`config.mk`:
```
export PLATFORM = sky130hd
export DESIGN_NAME = gpio_pad_ctrl
export DESIGN_NICKNAME = d
export VERILOG_FILES = /design/src/rtl/gpio_pad_pkg.sv /design/src/rtl/gpio_pad_filt.sv /design/src/rtl/gpio_pad_ctrl.sv
export SDC_FILE = /design/constraint.sdc
export NUM_CORES = 1
export LEC_CHECK = 0
export CELL_PAD_IN_SITES_DETAIL_PLACEMENT = 0
export CELL_PAD_IN_SITES_GLOBAL_PLACEMENT = 1
export CORE_MARGIN = 1.5
export CORE_UTILIZATION = 35
export CTS_BUF_LIST = sky130_fd_sc_hd__clkbuf_16
export DETAILED_ROUTE_END_ITERATION = 10
export PLACE_DENSITY_LB_ADDON = 0.1
export SYNTH_ARGS = -nofsm -noshare
export SYNTH_HDL_FRONTEND = slang
export SYNTH_SLANG_ARGS = --single-unit
```
`constraint.sdc`:
```
create_clock -name clk_i -period 2.7 [get_ports clk_i]
set_clock_uncertainty 0.2 [all_clocks]
set_input_delay 0.54 -clock clk_i [delete_from_list [all_inputs] [get_ports clk_i]]
set_output_delay 0.54 -clock clk_i [all_outputs]
set_load 0.05 [all_outputs]
```
`src/rtl/gpio_pad_pkg.sv`:
```
// gpio_pad_pkg
// Shared parameters and types for the GPIO pad conditioning slice.
//   GPIO_NUM_PINS  : default number of pins handled by gpio_pad_ctrl
//   GPIO_FILT_W    : default width of the glitch-filter threshold/counter
//   gpio_pin_cfg_t : per-pin configuration bundle seen by one pad
//   pad_drive()    : maps a pin configuration to the {c2p, c2p_en} pad drive
package gpio_pad_pkg;

  localparam int GPIO_NUM_PINS = 8;
  localparam int GPIO_FILT_W   = 4;

  typedef struct packed {
    logic out;
    logic oe;
    logic od;
    logic rise_en;
    logic fall_en;
  } gpio_pin_cfg_t;

  // Open-drain never drives a 1: it only enables the driver to pull low,
  // leaving the high level to the external pull-up.
  function automatic logic [1:0] pad_drive(input gpio_pin_cfg_t cfg);
    logic [1:0] drv;
    if (cfg.od) begin
      drv = {1'b0, cfg.oe & ~cfg.out};
    end else begin
      drv = {cfg.out, cfg.oe};
    end
    return drv;
  endfunction

endpackage

```
`src/rtl/gpio_pad_filt.sv`:
```
// gpio_pad_filt
// Input conditioning for one pin: two-flop synchroniser, glitch filter,
// edge detection and sticky interrupt pending bit.
//   clk_i, rst_i  : core clock, asynchronous active-high reset
//   p2c_i         : raw pad input (asynchronous)
//   filt_thr_i    : filter threshold in cycles (0 behaves as 1)
//   rise_en_i     : rising-edge pending enable
//   fall_en_i     : falling-edge pending enable
//   pend_clr_i    : one-cycle clear of the pending bit
//   in_o          : filtered, synchronised level
//   pend_o        : sticky pending bit
//   pend_next_o   : next-cycle value of the pending bit (for the irq OR)
module gpio_pad_filt
  import gpio_pad_pkg::*;
#(
  parameter int FILT_W = GPIO_FILT_W
) (
  input  logic              clk_i,
  input  logic              rst_i,
  input  logic              p2c_i,
  input  logic [FILT_W-1:0] filt_thr_i,
  input  logic              rise_en_i,
  input  logic              fall_en_i,
  input  logic              pend_clr_i,
  output logic              in_o,
  output logic              pend_o,
  output logic              pend_next_o
);

  logic              s1_reg;
  logic              s2_reg;
  logic              stable_reg;
  logic              stable_next;
  logic              pend_reg;
  logic              pend_next;
  logic [FILT_W-1:0] cnt_reg;
  logic [FILT_W-1:0] cnt_next;
  logic [FILT_W-1:0] thr_m1;
  logic              rise;
  logic              fall;

  // thr-1 with thr clamped to at least 1; the max value is 2^FILT_W-2,
  // so the counter can never wrap before the compare fires.
  assign thr_m1 = (filt_thr_i == '0) ? '0 : filt_thr_i - 1'b1;

  always_comb begin
    stable_next = stable_reg;
    cnt_next    = cnt_reg;
    if (s2_reg == stable_reg) begin
      cnt_next = '0;
    end else if (cnt_reg >= thr_m1) begin
      // >= so that lowering the threshold mid-count completes immediately
      stable_next = s2_reg;
      cnt_next    = '0;
    end else begin
      cnt_next = cnt_reg + 1'b1;
    end
  end

  assign rise = ~stable_reg & stable_next;
  assign fall = stable_reg & ~stable_next;

  // A new enabled edge beats a same-cycle clear so no event is lost.
  always_comb begin
    pend_next = pend_reg;
    if ((rise & rise_en_i) | (fall & fall_en_i)) begin
      pend_next = 1'b1;
    end else if (pend_clr_i) begin
      pend_next = 1'b0;
    end
  end

  always_ff @(posedge clk_i or posedge rst_i) begin
    if (rst_i) begin
      s1_reg     <= 1'b0;
      s2_reg     <= 1'b0;
      stable_reg <= 1'b0;
      cnt_reg    <= '0;
      pend_reg   <= 1'b0;
    end else begin
      s1_reg     <= p2c_i;
      s2_reg     <= s1_reg;
      stable_reg <= stable_next;
      cnt_reg    <= cnt_next;
      pend_reg   <= pend_next;
    end
  end

  assign in_o        = stable_reg;
  assign pend_o      = pend_reg;
  assign pend_next_o = pend_next;

endmodule

```
`src/rtl/gpio_pad_ctrl.sv`:
```
// gpio_pad_ctrl
// Per-pin GPIO conditioning between the register file and tri-state pads.
//   clk_i, rst_i : core clock, asynchronous active-high reset
//   out_i, oe_i, od_i        : output data, output enable, open-drain select
//   filt_thr_i               : shared glitch-filter threshold (0 behaves as 1)
//   rise_en_i, fall_en_i     : per-pin edge interrupt enables
//   pend_clr_i               : per-pin pending clear pulses
//   c2p_o, c2p_en_o          : registered pad drive
//   p2c_i                    : asynchronous pad input
//   in_o                     : filtered, synchronised pin levels
//   pend_o                   : sticky pending bits
//   irq_o                    : registered OR of the pending bits
module gpio_pad_ctrl
  import gpio_pad_pkg::*;
#(
  parameter int NUM_PINS = GPIO_NUM_PINS,
  parameter int FILT_W   = GPIO_FILT_W
) (
  input  logic                clk_i,
  input  logic                rst_i,
  input  logic [NUM_PINS-1:0] out_i,
  input  logic [NUM_PINS-1:0] oe_i,
  input  logic [NUM_PINS-1:0] od_i,
  input  logic [FILT_W-1:0]   filt_thr_i,
  input  logic [NUM_PINS-1:0] rise_en_i,
  input  logic [NUM_PINS-1:0] fall_en_i,
  input  logic [NUM_PINS-1:0] pend_clr_i,
  output logic [NUM_PINS-1:0] c2p_o,
  output logic [NUM_PINS-1:0] c2p_en_o,
  input  logic [NUM_PINS-1:0] p2c_i,
  output logic [NUM_PINS-1:0] in_o,
  output logic [NUM_PINS-1:0] pend_o,
  output logic                irq_o
);

  logic [NUM_PINS-1:0] c2p_next;
  logic [NUM_PINS-1:0] c2p_en_next;
  logic [NUM_PINS-1:0] c2p_reg;
  logic [NUM_PINS-1:0] c2p_en_reg;
  logic [NUM_PINS-1:0] pend_next;
  logic                irq_reg;

  for (genvar gi = 0; gi < NUM_PINS; gi++) begin : g_pin
    gpio_pin_cfg_t cfg;
    logic [1:0]    drv;

    assign cfg = '{out:     out_i[gi],
                   oe:      oe_i[gi],
                   od:      od_i[gi],
                   rise_en: rise_en_i[gi],
                   fall_en: fall_en_i[gi]};
    assign drv = pad_drive(cfg);
    assign c2p_next[gi]    = drv[1];
    assign c2p_en_next[gi] = drv[0];

    gpio_pad_filt #(
      .FILT_W(FILT_W)
    ) u_filt (
      .clk_i       (clk_i),
      .rst_i       (rst_i),
      .p2c_i       (p2c_i[gi]),
      .filt_thr_i  (filt_thr_i),
      .rise_en_i   (cfg.rise_en),
      .fall_en_i   (cfg.fall_en),
      .pend_clr_i  (pend_clr_i[gi]),
      .in_o        (in_o[gi]),
      .pend_o      (pend_o[gi]),
      .pend_next_o (pend_next[gi])
    );
  end

  // irq follows the next pending value so it asserts on the same edge
  // as the pending bit that causes it.
  always_ff @(posedge clk_i or posedge rst_i) begin
    if (rst_i) begin
      c2p_reg    <= '0;
      c2p_en_reg <= '0;
      irq_reg    <= 1'b0;
    end else begin
      c2p_reg    <= c2p_next;
      c2p_en_reg <= c2p_en_next;
      irq_reg    <= |pend_next;
    end
  end

  assign c2p_o    = c2p_reg;
  assign c2p_en_o = c2p_en_reg;
  assign irq_o    = irq_reg;

endmodule

```
==> results of run 1 <==
## area by class of cell
cell class	instances	share of cell area
Sequential cell	81	0.362
Multi-Input combinational cell	215	0.328
Timing Repair Buffer	128	0.213
Clock buffer	9	0.0402
Tap cell	140	0.0313
Inverter	25	0.0174
Clock inverter	7	0.00848
## kinds of logic (layout without fill, tap and decap cells)
family	after synthesis	in the layout	share of synthesized area
simple gates	101	101	0.135
xor+xnor	17	17	0.0377
compound gates	49	49	0.110
fa+ha+maj	40	40	0.127
mux	8	8	0.0228
buf+inv	41	169	0.0542
flops	81	81	0.513
## what timing repair did
| action | CTS | global route |
|---|---|---|
| pin swaps | 12 | 10 |
| setup endpoints to repair | 48 | 13 |
| gates resized for setup | 29 | 8 |
| cloned | 0 | 0 |
| setup buffers | 7 | 2 |
## cells in the final DEF, fill, tap and decap left out, drive strengths merged, types with 5 or more instances in the layout
cell,Yosys,final
nor2,43,43
mux2,8,8
a21boi,8,8
a2111oi,7,7
a22oi,6,6
o32ai,5,5
or2,6,6
xor2,9,9
buf,16,35
nand3,8,8
xnor2,8,8
clkbuf,0,12
a21oi,6,6
inv,25,26
dfrtp,81,81
clkdlybuf4s50,0,90
nor2b,22,22
nand2b,10,10
ha,40,40
o21ai,5,5
## per-stage QoR
step / setup TNS, ps / cell area, um^2 / instances / hold slack [ps] / worst slack [ps]
3_3_place_gp: -27850 / 5150 / 580 / 132 / -768
5_1_grt: 0 / 5600 / 605 / 158 / 15.3
4_1_cts: 0 / 5600 / 603 / 150 / 16.8
6_report: 0 / 5600 / 605 / 147 / 95.6
3_5_place_dp: -29960 / 5150 / 580 / 136 / -844
2_1_floorplan: 0 / 3960 / 337 / 131 / 42.6
## worst min path at each step
stage	from	end	slack, ps	cells after the start
3_3_place_gp	g_pin[7].u_filt.s1_reg	g_pin[7].u_filt.s2_reg	130	0
6_report	g_pin[4].u_filt.s1_reg	g_pin[4].u_filt.s2_reg	150	0
3_5_place_dp	g_pin[3].u_filt.s1_reg	g_pin[3].u_filt.s2_reg	140	0
4_1_cts	g_pin[4].u_filt.s1_reg	g_pin[4].u_filt.s2_reg	150	0
2_1_floorplan	g_pin[0].u_filt.s1_reg	g_pin[0].u_filt.s2_reg	130	0
5_1_grt	g_pin[2].u_filt.s1_reg	g_pin[2].u_filt.s2_reg	160	0
## per-layer routing
metal | track usage | wire (um)
met1 | 0.197 | 3830
met2 | 0.234 | 3620
met3 | 0.0598 | 496
met4 | 0.0538 | 114
met5 | 0 | 0
## critical path: cells and delay by family
family | cells | cell delay [ps]
AOI/OAI and AO/OA | 3 | 590
adders and majority gates | 1 | 180
buffers and inverters | 4 | 560
and+or+nand+nor | 4 | 790
## Yosys cell counts (2+ instances only)
library cell,count
nor2_1,43
nand2b_4,2
a21oi_1,6
nand2b_1,8
mux2_2,8
xnor2_1,8
nor3_1,4
a22oi_1,6
xor2_1,9
o21ai_1,4
buf_4,16
nand3_1,8
a2111oi_4,3
a21boi_0,8
inv_1,25
o32ai_2,2
o32ai_1,3
nand3b_1,2
a2111oi_0,3
nor2b_1,22
dfrtp_1,81
ha_1,40
o22ai_1,3
o21a_1,3
or2_2,4
or2_1,2
## power groups by stage
stage | logic [mW] | registers [mW] | clock network [mW]
floorplan | 1.40 | 1.74 | 0
global placement | 1.92 | 1.73 | 0
detailed placement | 1.95 | 1.73 | 0
CTS | 2.02 | 1.72 | 1.18
global route | 2.22 | 1.77 | 1.23
finish | 2.00 | 1.72 | 1.13
==> key figures, run 1 <==
Cells and area
  – Multi-input gate area: 1840 um^2
  – Final #Nets: 562
  – Max FFs per register: 32
  – Area grow syn2layout: 41.9%
  – Layout filler cell count: 1,005
  – Sequential Area: 2030 um^2
  – Antenna cells: 0
  – Final core utilization: 0.512
  – Share of cells above drive strength 1: 0.196

Synth
  – Cell type with the largest total area after synthesis: dfrtp_1
  – Largest cells by area after synthesis: dfrtp_1 51%, ha_1 13%, nor2_1 4.1%
  – Top_reg_cell synth: dfrtp_1
  – Yosys warns: 0
  – Count of different cell masters after synthesis: 40
  – Seq/Total Area, Yosys: 0.513
  – Post-synth EDFFs: 0
  – Post-Syn Nets: 439
  – Mean Syn Cell Area: 11.7 um^2
  – Register bit count reported by yosys: 81
  – Mapped cell area: 3950 um^2
  – Top-area cell type share of the netlist area: 0.513
  – Post-synth ARST share: 1.00
  – Cells after synthesis: 337

Pwr
  – Sw Ratio: 0.374
  – Clock share of power: 0.233
  – Leak pwr: 2.50 nW
  – Psw: 1.81 mW
  – Peak VDD IR: 0.000398 V
  – Sequential power share: 0.354
  – Power share of the combinational group: 0.413
  – Int Power: 3.03 mW
  – PnR Total Power: 4.85 mW
  – PwrDens: 865 nW/um^2

STA
  – Max-slew violation count: 0
  – Hold Fails Final Rpt: 0
  – Final min period: 2600 ps
  – RSZ-0062 raised after global routing: false
  – Max Clk Rate: 384 MHz
  – Final worst path period share: 0.965
  – Final setup viols: 0
  – Max-slew headroom: 0.620
  – Worst-Margin Slew: 570 ps

Critical path
  – Worst r2r src: g_pin[3].u_filt.cnt_reg[0]
  – Largest stage delay, worst path: 330 ps
  – Worst reg-to-reg setup slack: 440 ps
  – Critical Path AT: 2670 ps
  – Crit path required time: 2760 ps
  – Crit-path cells: buf_2 -> or2_4 -> nor3b_4 -> a21oi_4 -> buf_12 -> buf_6 -> ha_1 -> a2111oi_0 -> nor3_1 -> buf_4 -> o21bai_1 -> nor2_1
  – R2R cell count: 7
  – Worst r2r dst: g_pin[3].u_filt.in_o
  – Worst Path Max Fanout: 5
  – Worst setup EP type: register
  – Setup crit end: g_pin[1].u_filt.cnt_reg[3]
  – CP startpoint kind: input pin
  – Crit-path slowest cell: a2111oi_0
  – Worst Path Class, Setup: in -> reg
  – Worst Setup SP: filt_thr_i[0]

Global routing
  – Vias in the first global route: 2,857
  – Initial antenna violation count: 0
  – Largest net degree at the start of global routing: 45
  – GR Overflow Total: 0
  – First-pass GRT wire length: 13.7 mm
  – Tot GR Track Use: 0.153

Drt
  – Initial DRT Pass Iterations: 4
  – Routed WL: 8.07 mm
  – ANT nets after route: 0
  – Via count: 2,776
  – Detailed-route wire length per cell: 13.3 um
  – # DRC: 0
  – Vias per cell: 4.59
  – Starting DRT DRC Count: 79

Die
  – Die area: 11,900 um^2
  – Core area: 10,900 um^2
  – Die Wd: 109 um
  – DIE HEIGHT: 109 um
  – # IOs: 95
  – Initial Utilization: 0.361
  – Num rows: 38

Clock network
  – CTS tree: yes
  – Clock-pin slew on the worst setup and hold paths: 60 ps
  – Num CTS Buffers: 9
  – # H-tree levels: 3
  – CTS Sinks: 81
  – CTS Hold Buffers Added: 0
  – Clock Path Buffers: 2
  – Worst-skew pair later-pin latency: 330 ps
  – CTS Root Cell: clkbuf_16

Place
  – Gp weighted congestion: 0.709
  – DPL Wire Length: 5.81 mm
  – IO Port Bufs: 94

Run status
  – Status: completed

Job
  – Max-Cap Viols: 0

Hold path
  – Tightest Hold Check Type: reg -> reg
(Power assumes the default switching activity.)
==> run 2, diff against run 1 <==
--- a/config.mk
+++ b/config.mk
@@ -5,6 +5,7 @@
 export SDC_FILE = /design/constraint.sdc
 export NUM_CORES = 1
 export LEC_CHECK = 0
+export CAP_MARGIN = 20
 export CELL_PAD_IN_SITES_DETAIL_PLACEMENT = 0
 export CELL_PAD_IN_SITES_GLOBAL_PLACEMENT = 1
 export CORE_MARGIN = 1.5
==> results of run 2 <==
The final DEF is identical to that of run 1; final timing and power are the same.
